$ cat config.mk
export PLATFORM = sky130hd
export DESIGN_NAME = serial_seq_gen
export DESIGN_NICKNAME = d
export VERILOG_FILES = /design/src/rtl/seq_gen_pkg.sv /design/src/rtl/seq_gen_shreg.sv /design/src/rtl/serial_seq_gen.sv
export SDC_FILE = /design/constraint.sdc
export NUM_CORES = 1
export LEC_CHECK = 0
export CAP_MARGIN = 0
export CORE_MARGIN = 2
export CORE_UTILIZATION = 50
export CTS_BUF_LIST = sky130_fd_sc_hd__clkbuf_8
export CTS_CLUSTER_SIZE = 8
export DETAILED_ROUTE_END_ITERATION = 12
export PLACE_DENSITY = 0.84
export SLEW_MARGIN = 30
export SYNTH_ARGS = -nofsm -noshare
export SYNTH_HDL_FRONTEND = slang
export SYNTH_SLANG_ARGS = --single-unit
$ cat constraint.sdc
create_clock -name cp -period 1.5 [get_ports cp]
set_clock_uncertainty 0.05 [all_clocks]
set_input_delay 0.3 -clock cp [delete_from_list [all_inputs] [get_ports cp]]
set_output_delay 0.3 -clock cp [all_outputs]
set_load 0.02 [all_outputs]
$ cat src/rtl/seq_gen_pkg.sv
// Shared definitions for the serial test-sequence generator.
// Holds the FSM state encoding and the default pattern width, length-port
// width and LFSR feedback mask used by serial_seq_gen and seq_gen_shreg.
package seq_gen_pkg;

  localparam int unsigned W_DEF     = 8;
  localparam int unsigned LEN_W_DEF = 4;
  localparam logic [7:0]  TAPS_DEF  = 8'b1011_1000;

  typedef enum logic [1:0] {
    ST_IDLE  = 2'b00,
    ST_SHIFT = 2'b01,
    ST_DONE  = 2'b10
  } state_t;

endpackage

$ cat src/rtl/seq_gen_shreg.sv
// W-bit load/shift register for the sequence generator.
// Build option: SEQ_GEN_LFSR_EN adds Fibonacci LFSR feedback (lfsr input, TAPS).
// Ports:
//   clk, rst   clock (rising) and asynchronous active-high reset (clears register)
//   load       load din this edge (priority over shift)
//   shift      shift left one bit this edge
//   lfsr       (SEQ_GEN_LFSR_EN only) LFSR feedback on shift, zero seed becomes 1
//   din        parallel load value
//   msb_n_c    MSB of the value the register takes at the next edge
module seq_gen_shreg
  import seq_gen_pkg::*;
#(
  parameter int unsigned W = W_DEF
`ifdef SEQ_GEN_LFSR_EN
  , parameter logic [W-1:0] TAPS = W'(TAPS_DEF)
`endif
) (
  input  logic         clk,
  input  logic         rst,
  input  logic         load,
  input  logic         shift,
`ifdef SEQ_GEN_LFSR_EN
  input  logic         lfsr,
`endif
  input  logic [W-1:0] din,
  output logic         msb_n_c
);

  logic [W-1:0] q;
  logic [W-1:0] d;

  // Next-value selection: hold, load or shift.
  always_comb begin
    d = q;
    if (load) begin
      d = din;
`ifdef SEQ_GEN_LFSR_EN
      // An all-zero LFSR would lock up; seed with 1 instead.
      if (lfsr && (din == '0)) d = W'(1);
`endif
    end else if (shift) begin
      d = {q[W-2:0], 1'b0};
`ifdef SEQ_GEN_LFSR_EN
      if (lfsr) d = {q[W-2:0], ^(q & TAPS)};
`endif
    end
  end

  always_ff @(posedge clk or posedge rst) begin
    if (rst) q <= '0;
    else     q <= d;
  end

  // Exposed so the parent can register x in the same cycle as the shift.
  assign msb_n_c = d[W-1];

endmodule

$ cat src/rtl/serial_seq_gen.sv
// Serial test-sequence transmitter: shifts a programmed pattern out on x,
// MSB first, one bit per cp edge, with start/busy/done handshake and
// optional automatic repeat.
// Build option: SEQ_GEN_LFSR_EN adds the lfsr_mode input (LFSR sequence mode).
// Ports:
//   cp         clock, rising edge
//   rd         asynchronous active-high reset
//   start      request transmission (sampled in IDLE only)
//   pat        pattern, MSB sent first (LFSR seed in LFSR mode)
//   len        bits per pass, 1..W (larger values clamp to W, 0 ignored)
//   rep        restart the pass automatically at its end (sampled with start)
//   stop       abort transmission, no done pulse
//   lfsr_mode  (SEQ_GEN_LFSR_EN only) LFSR sequence instead of pattern
//   x          serial bit, 0 when x_vld is low
//   x_vld      x carries a pattern bit this cycle
//   busy       high while shifting
//   done       one-cycle pulse after the last bit of a non-repeating pass
module serial_seq_gen
  import seq_gen_pkg::*;
#(
  parameter int unsigned W     = W_DEF,
  parameter int unsigned LEN_W = LEN_W_DEF
`ifdef SEQ_GEN_LFSR_EN
  , parameter logic [W-1:0] TAPS = W'(TAPS_DEF)
`endif
) (
  input  logic             cp,
  input  logic             rd,
  input  logic             start,
  input  logic [W-1:0]     pat,
  input  logic [LEN_W-1:0] len,
  input  logic             rep,
  input  logic             stop,
`ifdef SEQ_GEN_LFSR_EN
  input  logic             lfsr_mode,
`endif
  output logic             x,
  output logic             x_vld,
  output logic             busy,
  output logic             done
);

  localparam logic [LEN_W-1:0] W_LEN = LEN_W'(W);

  state_t             state, state_n;
  logic [LEN_W-1:0]   cnt, cnt_n;
  logic [LEN_W-1:0]   len_q, len_n;
  logic [W-1:0]       pat_q, pat_n;
  logic               rep_q, rep_n;
  logic               ld, sh;
  logic [W-1:0]       ld_val;
  logic               msb_n_c;
`ifdef SEQ_GEN_LFSR_EN
  logic               lfsr_q, lfsr_n;
`endif

  // Next-state, counter and shift-register control.
  always_comb begin
    state_n = state;
    cnt_n   = cnt;
    len_n   = len_q;
    pat_n   = pat_q;
    rep_n   = rep_q;
    ld      = 1'b0;
    sh      = 1'b0;
    ld_val  = pat_q;
`ifdef SEQ_GEN_LFSR_EN
    lfsr_n  = lfsr_q;
`endif
    unique case (state)
      ST_IDLE: begin
        if (start && (len != '0)) begin
          state_n = ST_SHIFT;
          len_n   = (len > W_LEN) ? W_LEN : len;
          cnt_n   = (len > W_LEN) ? W_LEN : len;
          pat_n   = pat;
          rep_n   = rep;
          ld      = 1'b1;
          ld_val  = pat;
`ifdef SEQ_GEN_LFSR_EN
          lfsr_n  = lfsr_mode;
`endif
        end
      end
      ST_SHIFT: begin
        if (stop) begin
          state_n = ST_IDLE;
        end else if (cnt == LEN_W'(1)) begin
          if (rep_q) begin
            // Seamless restart: next pass begins on the very next bit.
            cnt_n = len_q;
            ld    = 1'b1;
`ifdef SEQ_GEN_LFSR_EN
            // LFSR mode keeps running rather than reseeding.
            if (lfsr_q) begin
              ld = 1'b0;
              sh = 1'b1;
            end
`endif
          end else begin
            state_n = ST_DONE;
            sh      = 1'b1;
          end
        end else begin
          sh    = 1'b1;
          cnt_n = cnt - LEN_W'(1);
        end
      end
      ST_DONE: state_n = ST_IDLE;
      default: state_n = ST_IDLE;
    endcase
  end

  seq_gen_shreg #(
    .W    (W)
`ifdef SEQ_GEN_LFSR_EN
    , .TAPS (TAPS)
`endif
  ) u_shreg (
    .clk     (cp),
    .rst     (rd),
    .load    (ld),
    .shift   (sh),
`ifdef SEQ_GEN_LFSR_EN
    .lfsr    (lfsr_n),
`endif
    .din     (ld_val),
    .msb_n_c (msb_n_c)
  );

  // State, latched request and registered outputs.
  always_ff @(posedge cp or posedge rd) begin
    if (rd) begin
      state <= ST_IDLE;
      cnt   <= '0;
      len_q <= '0;
      pat_q <= '0;
      rep_q <= 1'b0;
`ifdef SEQ_GEN_LFSR_EN
      lfsr_q <= 1'b0;
`endif
      x     <= 1'b0;
      x_vld <= 1'b0;
      busy  <= 1'b0;
      done  <= 1'b0;
    end else begin
      state <= state_n;
      cnt   <= cnt_n;
      len_q <= len_n;
      pat_q <= pat_n;
      rep_q <= rep_n;
`ifdef SEQ_GEN_LFSR_EN
      lfsr_q <= lfsr_n;
`endif
      x     <= (state_n == ST_SHIFT) & msb_n_c;
      x_vld <= (state_n == ST_SHIFT);
      busy  <= (state_n == ST_SHIFT);
      done  <= (state_n == ST_DONE);
    end
  end

endmodule

Word level (Yosys, flattened, before mapping)
Cells that the tools add are included.

Register bits: 30.

Reductions and logical operators: 7. Bitwise logic cells: 1. Eq/ne operators: 7. Multiplexer cells: 24. $lt $le $gt $ge: 1. Add/subtract/negate cells: 1.

Operator list (count): $mux W8 (4); $mux W4 (5); $mux W1 (8); $mux W2 (4); $pmux W4 S2 (1); $eq A2 B1 Y1 const B (2); $eq A4 B1 Y1 const B (1); $gt A4 B4 Y1 const B (1); $ne A2 B2 Y1 const B (2); $pmux W2 S2 (1); $reduce_and A4 Y1 (1); $reduce_bool A2 Y1 (2); $reduce_bool A4 Y1 (1); $sub A4 B1 Y4 const B (1); $ne A3 B3 Y1 const B (1); $eq A2 B2 Y1 const B (1); $logic_not A2 Y1 (1); $pmux W1 S2 (1); $reduce_and A2 Y1 (1); $and A1 B1 Y1 (1); $logic_and A1 B1 Y1 (1).

Logic depth before layout (Yosys ltp)
Word-level depth: 7. Mapped depth: 7. Mapped depth without buffers: 6.

Modules after synthesis
From an unflattened synthesis, not the netlist that was laid out.

Cell total of the unflattened synthesis: 129. Area, all modules: 1468.9 um^2.

Modules (own cells, without submodules): serial_seq_gen (area an instance 1088.5 um^2, instances 1, cells each 94); seq_gen_shreg (area an instance 380.4 um^2, instances 1, cells each 35).

Least setup slack after synthesis
OpenSTA, ideal clock, no wires.

Path type: register to register. From: register cnt[1]. To: register cnt[0]. Clock period less this slack: 1.709 ns. Required time: 1.326 ns. Path buffers: 1. Setup slack: -0.209 ns. Stages on the path, launching flop included: 8. Arrival: 1.535 ns. Cells stage by stage: dfrtp_1 > inv_1 > ha_1 > or3b_1 > buf_2 > nor2_1 > a211oi_1 > a211o_1.

Longest elaborated chain between the ends: 4.

Ends and longest elaborated chain: start: declaration (line serial_seq_gen.sv:46) `logic [LEN_W-1:0] cnt, cnt_n;`; start signal: assignment (line serial_seq_gen.sv:148) `cnt <= cnt_n;`; $eq A4 B1 Y1 * (line serial_seq_gen.sv:88) `end else if (cnt == LEN_W'(1)) begin`; $mux W4 (line serial_seq_gen.sv:88); $mux W4 (line serial_seq_gen.sv:86) `if (stop) begin`; $pmux W4 S2 (line serial_seq_gen.sv:70) `unique case (state)`.

Mark *: on every way between the ends. The rest lies on a longest branch, timed or not. The select of a mux whose other input is x is not followed. A chain may end at the register's enable or synchronous reset.

Final worst setup path
Same ends and word-level chain as after synthesis.

==> out/metrics.yaml <==
status:
  status: "finished with violations"
  failed_checks: "negative setup slack"
sta:
  setup_viol: 24
  finalHoldViolCount: 0
  drv_slew: 0
  slew_headroom_pct: 71.3
  fin_crit_sh_pct: 110
  timing.hold.ws_ps: 330
  finalWorstSetupSlack_ps: -144
  tns_ps: -1720
  fin_crit_ps: 1640
  fmax_mhz: 608
  rsz0062_at_grt: "true"
  tightest_slew_ps: 430
floorplanning:
  die_area_um2: 3320
  fp.dieW_um: 57.6
  ios: 21
  rows: 19
  die_h_um: 57.6
  placeableCoreArea_um2: 2730
  initial_utilization_pct: 52.5
power:
  combPwrFrac_pct: 39.3
  p_per_area_nw_per_um2: 1740
  seq_power_share_pct: 34.3
  switchingPower_mw: 1.26
  internal_power_mw: 2.47
  total_power_mw: 3.73
  p_sw_share_pct: 33.7
  p_leak_nw: 1.00
  pwr-share-clk_pct: 26.4
  ir_worst_vdd_v: 0.00163
synthesis:
  netlist_area_um2: 1440
  avgSynthCellArea_um2: 9.77
  async_flop_share_pct: 100
  ys_ff_latch: 29
  synthTopCellsByCount: "nand2_1, dfrtp_1, nor2_1"
  synth_cell_type_count: 36
  ys.flop_type: "dfrtp_1"
  yosys.area.top_type_share_pct: 50.5
  syn_nets: 166
  syn_inst: 147
  yosysMostFrequentCell: "nand2_1"
  yosys.area.top_type: "dfrtp_1"
  synth_area_leaders: "dfrtp_1, nand2_1, mux2i_1"
  yosysWarnings: 0
  yosysSeqAreaShare_pct: 50.5
  synth-edff-count: 0
setup_path:
  worst-setup-path-type: "reg -> reg"
  crit_fanout: 8
  critical_path.endpoint_type: "register"
  crit_arrival_ps: 1770
  startpoint_type: "register"
  critPathRequiredTime_ps: 1620
routing:
  drt_iter0_markers: 40
  drt-vias-per-instance: 5.66
  drc: 0
  route.antenna.remaining_nets: 0
  wirelength_um: 4000
  dr.pass1.iters: 4
  vias: 1307
  routedWlPerCell_um: 17.3
clock_network:
  clock-sinks: 29
  clk_path_buf_depth: 2
  clock_latency_ps: 290
  tritoncts: "built"
  clkTransAtPathRegs_ps: 70
  htreeDepth: 2
  cts_hold_buf: 0
  cts_root_buf: "clkbuf_8"
  cts_buffers: 5
worst_hold_path:
  hp-class: "in -> async"
global_route:
  antenna_found_initial: 0
  grt_pass1_vias: 1373
  grt_remaining_overflow: 0
  grt_pass1_wl_um: 6460
  grt_max_degree: 30
  grt_usage_pct: 26.2
placement:
  io_buffers: 20
  post-dp-hpwl_um: 2270
  place.gp.congestion: 0.876
layout:
  drive_gt1_share_pct: 35.5
  area_delta_synth_final_pct: 48.7
  antennaDiodeCount: 0
  nets: 218
flow_run:
  max_cap_violations: 0
## kinds of logic after synthesis
logic type	share of synthesized area, %
mux	3.48
fa+ha+maj	1.74
buf+inv	5.14
xor+xnor	0.610
flops	50.5
simple gates	25.0
compound gates	13.5
## final timing paths
kind | from | end | slack [ps] | cells after the start
max | cnt[1] | cnt[0] | -140 | 6
min | rd | cnt[2] | 330 | 3
max reg2reg | cnt[1] | cnt[0] | -140 | 6
min reg2reg | pat_q[6] | pat_q[6] | 420 | 2
max in group asynchronous | rd | len_q[2] | 790 | 3
min in group cp | pat_q[6] | pat_q[6] | 420 | 2
## registers in the layout (all words and copies together), names as in the netlist
register	cells
done	1
x	1
rep_q	1
pat_q	8
u_shreg.q	7
cnt	4
state	2
len_q	4
busy	1
## cells in the final DEF, fill, tap and decap left out, drive strengths merged, types with 4 or more instances in the layout
master	n
or2	5
nand2	38
nand3	5
clkbuf	5
clkdlybuf4s50	12
o21ai	5
dfrtp	29
nor2	8
nand2b	5
buf	30
inv	4
mux2i	5
dlygate4sd2	7
o211ai	5
## critical path, cell delays in order, from the launching register on
cell and delay [ps]:
dfrtp_1 400, inv_2 80, ha_4 140, or3b_4 430, nor2_2 110, a211oi_1 60
a211o_1 260
## power by group through the flow
stage | Sequential [mW] | Clock, mW | Combinational [mW]
floorplan | 1.24 | 0 | 0.743
global placement | 1.23 | 0 | 1.12
detailed placement | 1.24 | 0 | 1.17
CTS | 1.25 | 0.982 | 1.32
global route | 1.31 | 1.02 | 1.60
finish | 1.28 | 0.983 | 1.47
## per-layer routing
metal | vias up | routed length (um) | global-route usage, %
met4 | 0 | 108 | 10.3
met3 | 14 | 264 | 8.62
met5 | - | 0 | 0
li1 | 615 | - | -
met2 | 52 | 1960 | 42.7
met1 | 626 | 1660 | 32.1
## area by class of cell
type | instances | area, um^2
flip-flops and latches | 29 | 726
repair buffers | 50 | 430
well taps | 31 | 38.8
multi-input cells | 109 | 792
clock inverters | 3 | 65.1
inverters | 4 | 15.0
fillers | 183 | 598
clock buffers | 5 | 68.8
## repair_timing
action,4_1_cts,5_1_grt
setup endpoints to repair,30,28
pin swaps,4,8
gates resized for setup,18,19
cloned,3,1
buffers inserted,5,4
## metrics by stage
stage,setup slack [ps],area (um^2),util [%],cells
floorplan,-123,1500,-,147
global placement,-440,1810,66.3,210
detailed placement,-501,1810,66.3,210
CTS,-118,2030,74.4,226
global route,-219,2140,78.1,231
finish,-144,2140,78.1,231
(Power assumes the default switching activity.)
